==> config.mk <==
export PLATFORM = sky130hd
export DESIGN_NAME = w_writeback
export DESIGN_NICKNAME = d
export VERILOG_FILES = /design/src/rtl/w_writeback.sv
export SDC_FILE = /design/constraint.sdc
export NUM_CORES = 1
export LEC_CHECK = 0
export CAP_MARGIN = 20
export CORE_MARGIN = 4
export CORE_UTILIZATION = 37
export CTS_CLUSTER_DIAMETER = 150
export CTS_CLUSTER_SIZE = 20
export DETAILED_ROUTE_END_ITERATION = 6
export GPL_ROUTABILITY_DRIVEN = 0
export PLACE_DENSITY = 0.69
export SKIP_CTS_REPAIR_TIMING = 1
export SLEW_MARGIN = 5
export SYNTH_ARGS = -nofsm -noshare
export SYNTH_HDL_FRONTEND = slang
export SYNTH_SLANG_ARGS = --single-unit
==> constraint.sdc <==
create_clock -name clk -period 1.8 [get_ports clk]
set_clock_uncertainty 0.15 [all_clocks]
set_input_delay 0.18 -clock clk [delete_from_list [all_inputs] [get_ports clk]]
set_output_delay 0.18 -clock clk [all_outputs]
set_load 0.05 [all_outputs]
==> src/rtl/w_writeback.sv <==
`default_nettype none
// ============================================================================
//  Module      : w_writeback
//  Description : Writeback (W) pipeline stage. Registers the M-stage result
//                slot, selects the GRF write data, gates writes to $0 and
//                counts retired instructions.
//  Revision    : 1.0 - initial release
// ----------------------------------------------------------------------------
//  Configuration macro:
//    W_LOAD_EXT_EN - when defined, WBSel=01 returns a sign/zero-extended
//                    byte or halfword chosen by M_LoadType/M_ByteOff.
//                    When undefined, memory data passes through unchanged.
// ----------------------------------------------------------------------------
//  Ports:
//    clk, reset        rising-edge clock, synchronous active-high reset
//    M_valid           M slot holds a real instruction
//    M_RegWrite        instruction writes the GRF
//    M_WriteRegAddr    destination register
//    M_WBSel           00 ALU, 01 MEM, 10 PC+8, 11 MD
//    M_ALUResult, M_MemData, M_MDResult, M_PC   candidate data and PC
//    M_LoadType        000 lw, 001 lb, 010 lbu, 011 lh, 100 lhu
//    M_ByteOff         low address bits of the load
//    W_stall, W_flush  hold W register / insert bubble (flush wins)
//    CU_EN_RegWrite, WriteRegAddr, WriteData, PC   GRF write port
//    W_valid           W register holds a real instruction
//    W_RetireCount     count of retired instructions
// ============================================================================
module w_writeback (
    input  logic        clk,
    input  logic        reset,
    input  logic        M_valid,
    input  logic        M_RegWrite,
    input  logic [4:0]  M_WriteRegAddr,
    input  logic [1:0]  M_WBSel,
    input  logic [31:0] M_ALUResult,
    input  logic [31:0] M_MemData,
    input  logic [31:0] M_MDResult,
    input  logic [31:0] M_PC,
    input  logic [2:0]  M_LoadType,
    input  logic [1:0]  M_ByteOff,
    input  logic        W_stall,
    input  logic        W_flush,
    output logic        CU_EN_RegWrite,
    output logic [4:0]  WriteRegAddr,
    output logic [31:0] WriteData,
    output logic [31:0] PC,
    output logic        W_valid,
    output logic [31:0] W_RetireCount
);

    localparam logic [1:0]  C_WB_ALU  = 2'b00;
    localparam logic [1:0]  C_WB_MEM  = 2'b01;
    localparam logic [1:0]  C_WB_PC8  = 2'b10;
    localparam logic [31:0] C_PC_LINK = 32'd8;

    logic        r_valid;
    logic        r_regwrite;
    logic [4:0]  r_addr;
    logic [1:0]  r_wbsel;
    logic [31:0] r_alu;
    logic [31:0] r_mem;
    logic [31:0] r_md;
    logic [31:0] r_pc;
    logic [31:0] r_retire_count;
    logic [31:0] w_load_data;

`ifdef W_LOAD_EXT_EN
    localparam logic [2:0] C_LD_LB  = 3'b001;
    localparam logic [2:0] C_LD_LBU = 3'b010;
    localparam logic [2:0] C_LD_LH  = 3'b011;
    localparam logic [2:0] C_LD_LHU = 3'b100;

    logic [2:0]  r_load_type;
    logic [1:0]  r_byte_off;
    logic [7:0]  w_byte;
    logic [15:0] w_half;
`else
    // Load selection inputs have no function without the extension logic.
    logic w_unused_load;
    assign w_unused_load = ^{M_LoadType, M_ByteOff};
`endif

    // ------------------------------------------------------------------
    // W register. Reset beats flush, flush beats stall. An instruction
    // retires on any edge where it sits valid in W and is not held, even
    // if a flush replaces the incoming slot on that same edge.
    // ------------------------------------------------------------------
    always_ff @(posedge clk) begin
        if (reset) begin
            r_valid        <= 1'b0;
            r_regwrite     <= 1'b0;
            r_addr         <= 5'd0;
            r_wbsel        <= 2'b00;
            r_alu          <= 32'd0;
            r_mem          <= 32'd0;
            r_md           <= 32'd0;
            r_pc           <= 32'd0;
            r_retire_count <= 32'd0;
`ifdef W_LOAD_EXT_EN
            r_load_type    <= 3'd0;
            r_byte_off     <= 2'd0;
`endif
        end else begin
            if (W_flush) begin
                r_valid    <= 1'b0;
                r_regwrite <= 1'b0;
                r_addr     <= 5'd0;
                r_wbsel    <= 2'b00;
                r_alu      <= 32'd0;
                r_mem      <= 32'd0;
                r_md       <= 32'd0;
                r_pc       <= 32'd0;
`ifdef W_LOAD_EXT_EN
                r_load_type <= 3'd0;
                r_byte_off  <= 2'd0;
`endif
            end else if (!W_stall) begin
                r_valid    <= M_valid;
                r_regwrite <= M_RegWrite;
                r_addr     <= M_WriteRegAddr;
                r_wbsel    <= M_WBSel;
                r_alu      <= M_ALUResult;
                r_mem      <= M_MemData;
                r_md       <= M_MDResult;
                r_pc       <= M_PC;
`ifdef W_LOAD_EXT_EN
                r_load_type <= M_LoadType;
                r_byte_off  <= M_ByteOff;
`endif
            end

            if (r_valid && !W_stall) begin
                r_retire_count <= r_retire_count + 32'd1;
            end
        end
    end

    // ------------------------------------------------------------------
    // Load data formatting
    // ------------------------------------------------------------------
`ifdef W_LOAD_EXT_EN
    always_comb begin
        w_byte = r_mem[7:0];
        case (r_byte_off)
            2'd0:    w_byte = r_mem[7:0];
            2'd1:    w_byte = r_mem[15:8];
            2'd2:    w_byte = r_mem[23:16];
            default: w_byte = r_mem[31:24];
        endcase
        // Halfword choice uses only the upper offset bit.
        w_half = r_byte_off[1] ? r_mem[31:16] : r_mem[15:0];

        w_load_data = r_mem;
        case (r_load_type)
            C_LD_LB:  w_load_data = {{24{w_byte[7]}}, w_byte};
            C_LD_LBU: w_load_data = {24'd0, w_byte};
            C_LD_LH:  w_load_data = {{16{w_half[15]}}, w_half};
            C_LD_LHU: w_load_data = {16'd0, w_half};
            default:  w_load_data = r_mem;
        endcase
    end
`else
    assign w_load_data = r_mem;
`endif

    // ------------------------------------------------------------------
    // GRF write port
    // ------------------------------------------------------------------
    always_comb begin
        case (r_wbsel)
            C_WB_ALU: WriteData = r_alu;
            C_WB_MEM: WriteData = w_load_data;
            C_WB_PC8: WriteData = r_pc + C_PC_LINK;
            default:  WriteData = r_md;
        endcase
    end

    assign CU_EN_RegWrite = r_valid & r_regwrite & (r_addr != 5'd0);
    assign WriteRegAddr   = r_addr;
    assign PC             = r_pc;
    assign W_valid        = r_valid;
    assign W_RetireCount  = r_retire_count;

endmodule
`default_nettype wire

# == Word-level counts from Yosys, hierarchy flattened ==
# Index checks and enable logic that the tools add are counted.
# op_classes
n_addsub,2
eq_ne,2
n_mux,1
bitwise,2
reduce_logical,5
# ops
operator,count
$pmux 32 s3,1
$add 32x1->32 const B,1
$add 32x4->32 const B,1
$reduce_bool 5->1,1
$and 1x1->1,2
$eq 2x1->1 const B,1
$eq 2x2->1 const B,1
$logic_not 2->1,1
$reduce_or 2->1,1
$logic_and 1x1->1,1
$logic_not 1->1,1
# word_totals
regBits,169
in_bits,146

# == Depth between registers and ports, before layout ==
# logic_depth
word_depth,2
depth_mapped,6

# == Least setup slack after synthesis ==
# OpenSTA, ideal clock, no wires.
# synth_timing
path_type,register to output
from,"reg r_pc[3], in the netlist PC[3]"
to,out WriteData[19]
arrival_ns,2.542
required_ns,1.470
slack_ns,-1.072
path_stages_with_launch,7
path_buffers,0
cell_sequence,dfxtp_1 ha_1 nand4_2 or3_4 nor2_1 xnor2_1 a21oi_1
# synth_between
elab_chain_len,2
# synth_rtl
element,line_no,source
"start, declared",63,logic [31:0] r_pc;
"start signal, assigned",97,r_pc <= 32'd0;
"start signal, assigned",112,r_pc <= 32'd0;
"start signal, assigned",125,r_pc <= M_PC;
$add 32x4->32,173,C_WB_PC8: WriteData = r_pc + C_PC_LINK;
$pmux 32 s3,170,case (r_wbsel)
"end, declared",45,"output logic [31:0] WriteData,"
# Every way passes these cells.

# == Final worst setup path ==
# layout_timing
from,"reg r_pc[3], in the netlist PC[3]"
to,out WriteData[16]
# The elaborated chain is that of the path after synthesis.

==> impl_metrics.prom <==
# TYPE chip_impl_metric gauge
chip_impl_info{name="status",value="finished with violations"} 1
chip_impl_info{name="failing_checks",value="setup timing"} 1
chip_impl_metric{name="globalRouteOverflowTotal",unit=""} 0
chip_impl_metric{name="setup_violations",unit=""} 33
chip_impl_info{name="top_layer_used",value="met5"} 1
chip_impl_metric{name="effective_utilization_at_floorplan",unit=""} 0.3772
chip_impl_metric{name="syn_area",unit="sq um"} 7632
chip_impl_metric{name="critical_path_rt",unit="ns"} 1.47
chip_impl_metric{name="maximum_number_of_pins_on_one_net_before_global_route_repair",unit=""} 96
chip_impl_metric{name="post-place-cells",unit=""} 1306
chip_impl_metric{name="worst_slew_margin_relative_to_its_limit",unit=""} 0.5416
chip_impl_metric{name="fmax",unit="GHz"} 0.3711
chip_impl_metric{name="multi_input_gate_area_in_the_final_layout",unit="sq um"} 4382
chip_impl_metric{name="area.sequential",unit="sq um"} 3542
chip_impl_metric{name="clk_pin_slew",unit="ns"} 0.06
chip_impl_metric{name="via_count",unit=""} 6650
chip_impl_info{name="hp-class",value="input port to flip-flop"} 1
chip_impl_metric{name="placement_rows",unit=""} 52
chip_impl_info{name="r2r_path_end",value="W_RetireCount[16]$_SDFFE_PP0P_"} 1
chip_impl_metric{name="number_of_global_route_vias_before_repair",unit=""} 6501
chip_impl_info{name="cts_tree",value="built"} 1
chip_impl_metric{name="placement.cell_area",unit="sq um"} 10990
chip_impl_metric{name="cts-root-to-sink-buffers",unit=""} 2
chip_impl_metric{name="finalSetupTns",unit="ns"} -18.81
chip_impl_metric{name="met2RoutedLength",unit="um"} 10870
chip_impl_metric{name="finalInstanceArea",unit="sq um"} 12200
chip_impl_metric{name="hold_viol_final",unit=""} 0
chip_impl_metric{name="grt_antenna_before_repair",unit=""} 3
chip_impl_metric{name="filler_cell_count",unit=""} 1658
chip_impl_metric{name="p_leak",unit="nW"} 5.225
chip_impl_metric{name="synth_seq_area_share",unit=""} 0.4433
chip_impl_metric{name="pwr_density_cell",unit="nW/um^2"} 750.6
chip_impl_metric{name="route.layer.met1.wl",unit="um"} 10690
chip_impl_metric{name="avg_wl_per_cell",unit="um"} 17.37
chip_impl_metric{name="synth-async-reset-ratio",unit=""} 0
chip_impl_metric{name="drc_errors",unit=""} 0
chip_impl_metric{name="floorplan.die.height",unit="um"} 151.6
chip_impl_metric{name="rrSetupSlack",unit="ns"} 0.13
chip_impl_metric{name="fin_ws",unit="ns"} -0.8947
chip_impl_metric{name="route.antenna.remaining_nets",unit=""} 0
chip_impl_metric{name="final_core_utilization",unit=""} 0.6028
chip_impl_metric{name="timing.reg2reg.worst_path_depth",unit=""} 5
chip_impl_metric{name="detailedRoute.firstPassIterationCount",unit=""} 4
chip_impl_metric{name="wl",unit="um"} 23480
chip_impl_info{name="worst_setup_sp",value="PC[3]$_SDFFE_PP0N_"} 1
chip_impl_info{name="rsz_0062_raised_after_global_routing",value="yes"} 1
chip_impl_metric{name="core",unit="sq um"} 20230
chip_impl_info{name="synth_top_flop_cell",value="dfxtp_1"} 1
chip_impl_info{name="setup.worst_path.class",value="flip-flop to output pin"} 1
chip_impl_metric{name="synthesis.yosys.warnings",unit=""} 0
chip_impl_metric{name="max-cap-violations",unit=""} 0
chip_impl_metric{name="avgViaCountPerCell",unit=""} 4.919
chip_impl_metric{name="drive_gt1_frac",unit=""} 0.3361
chip_impl_metric{name="layout.cells.non_filler",unit=""} 1352
chip_impl_metric{name="die-width",unit="um"} 151.6
chip_impl_metric{name="worstSkewPairLatency",unit="ns"} 0.42
chip_impl_metric{name="share_of_the_clock_period_used_by_the_worst_path",unit=""} 1.497
chip_impl_info{name="cp-end-kind",value="output pin"} 1
chip_impl_metric{name="power",unit="mW"} 9.156
chip_impl_metric{name="syn-mean-instance-area",unit="sq um"} 10.06
chip_impl_metric{name="port-buffer-count",unit=""} 243
chip_impl_metric{name="cp_data_arrival_time",unit="ns"} 2.36
chip_impl_metric{name="critical_path_peak_fanout",unit=""} 9
chip_impl_metric{name="top_level_ports",unit=""} 249
chip_impl_metric{name="drt_iter0_drc",unit=""} 235
chip_impl_metric{name="final_nets",unit=""} 1215
chip_impl_metric{name="max_slew.worst_pin.slew",unit="ns"} 0.6876
chip_impl_metric{name="synth_seq_cells",unit=""} 169
chip_impl_metric{name="synthCells",unit=""} 759
chip_impl_info{name="startpoint_type",value="flip-flop"} 1
chip_impl_metric{name="clock_tree.htree_level_count",unit=""} 4
chip_impl_metric{name="global_route.usage.total",unit=""} 0.1949
chip_impl_info{name="capture_point_of_the_worst_path",value="WriteData[16]"} 1
chip_impl_metric{name="place.detailed.hpwl",unit="um"} 17380
chip_impl_metric{name="routed_length_on_met3",unit="um"} 1411
chip_impl_metric{name="power.ir.vdd_worst",unit="mV"} 0.5807
chip_impl_metric{name="period_needed",unit="ns"} 2.695
chip_impl_metric{name="synth_enable_flop_cells",unit=""} 0
chip_impl_metric{name="pre_cts_slack",unit="ns"} -0.4660
chip_impl_info{name="clock_tree.root_cell",value="clkbuf_16"} 1
chip_impl_metric{name="grt_pass1_wl",unit="um"} 34850
chip_impl_metric{name="netlist-cell-type-count",unit=""} 41
chip_impl_metric{name="drv_slew",unit=""} 0
chip_impl_info{name="r2r_start",value="W_RetireCount[5]$_SDFFE_PP0P_"} 1
chip_impl_metric{name="cts_num_sinks",unit=""} 169
chip_impl_metric{name="synth_nets",unit=""} 907
chip_impl_metric{name="min_hold_slack",unit="ns"} 0.2098
chip_impl_metric{name="fp.dieArea",unit="sq um"} 22990
chip_impl_metric{name="numCtsBuffers",unit=""} 17
chip_impl_metric{name="layout_area_growth_over_synthesis",unit="%"} 59.82
## placed cells by master, fill, tap and decap left out, types with 4 or more instances in the layout
cell,Yosys,routed
a21oi_1,13,5
a21oi_4,0,7
and3_1,14,13
buf_12,0,16
buf_4,0,139
buf_6,0,24
buf_8,0,11
bufinv_16,0,4
clkbuf_16,0,20
clkbuf_8,0,4
clkdlybuf4s50_1,0,139
dfxtp_1,169,112
dfxtp_2,0,22
dfxtp_4,0,35
inv_1,4,4
mux2_2,7,6
mux2i_1,141,140
mux4_2,23,23
nand2_1,26,25
nand3_1,19,13
nand4_1,19,19
nor2_1,178,172
nor2_4,0,5
o21ai_0,5,5
o22ai_1,7,6
or3_1,4,4
xnor2_1,22,21
xor2_1,31,25
xor2_2,0,6
## where the power goes
group / switching [mW] / internal [mW] / leakage [nW] / total (mW)
Combinational: 0.645 / 0.701 / 3.50 / 1.35
Sequential: 0.0652 / 3.80 / 1.41 / 3.87
Clock: 1.50 / 2.44 / 0.315 / 3.94
## critical path, cell delays in order (launching register included)
cell and delay [ns]:
dfxtp_4 0.37, and4_4 0.24, nor3b_4 0.21, buf_12 0.15, and3_4 0.19, xor2_2 0.10, mux4_2 0.51, buf_12 0.17
## worst min-delay path by stage
stage	end	depth (start not counted)	start	slack [ns]
3_5_place_dp	r_mem[4]$_SDFFE_PP0N_	2	r_mem[4]$_SDFFE_PP0N_	0.33
3_3_place_gp	r_mem[25]$_SDFFE_PP0N_	2	r_mem[25]$_SDFFE_PP0N_	0.32
2_1_floorplan	PC[10]$_SDFFE_PP0N_	2	M_PC[10]	0.17
6_report	PC[5]$_SDFFE_PP0N_	3	M_PC[5]	0.21
5_1_grt	PC[26]$_SDFFE_PP0N_	3	M_PC[26]	0.20
4_1_cts	PC[5]$_SDFFE_PP0N_	3	M_PC[5]	0.19
## Yosys cell counts, drive strengths merged, types with 3 or more instances
cell / count / area, sq um
a21oi: 13 / 65.06
buf: 22 / 106.4
clkbuf: 22 / 82.58
dfxtp: 169 / 3383
mux2: 8 / 90.09
mux2i: 141 / 1411
o21ai: 5 / 25.02
nand2: 26 / 97.59
and3: 14 / 87.58
or3: 5 / 36.28
xnor2: 22 / 192.7
mux4: 23 / 518.0
inv: 4 / 15.01
nand4: 23 / 177.7
nor4: 5 / 52.55
nor2: 179 / 674.4
xor2: 31 / 271.5
nand3: 19 / 95.09
nor3: 5 / 25.02
o22ai: 7 / 43.79
and4: 3 / 28.78
## registers in the layout, summed over array words and instances (netlist names)
| name | flops |
|---|---|
| r_md | 32 |
| W_valid | 1 |
| WriteRegAddr | 5 |
| r_alu | 32 |
| r_wbsel | 2 |
| W_RetireCount | 32 |
| r_mem | 32 |
| PC | 32 |
| r_regwrite | 1 |
## final cells by class
type	count	area share
clock inverter	10	0.01333
multi-input combinational	542	0.3592
inverter	4	0.001231
sequential	169	0.2904
clock buffer	22	0.03888
timing repair buffer	333	0.2688
tap	270	0.02770
antenna	2	0.0004103
## routing by layer
metal  GRT usage  vias up
li1            -     3265
met1      0.2661     3168
met2      0.2961      177
met3     0.05235       36
met4     0.07188        4
met5           0        -
## cells by family (layout without fill, tap and decap cells)
logic type,after synthesis,after routing,synth area share
xor+xnor,53,53,0.06082
compound gates,27,27,0.02016
buf+inv,48,369,0.02672
mux,172,172,0.2646
other cells,0,2,0
fa+ha+maj,2,2,0.003278
simple gates,288,288,0.1811
flops,169,169,0.4433
(Power assumes the default switching activity.)
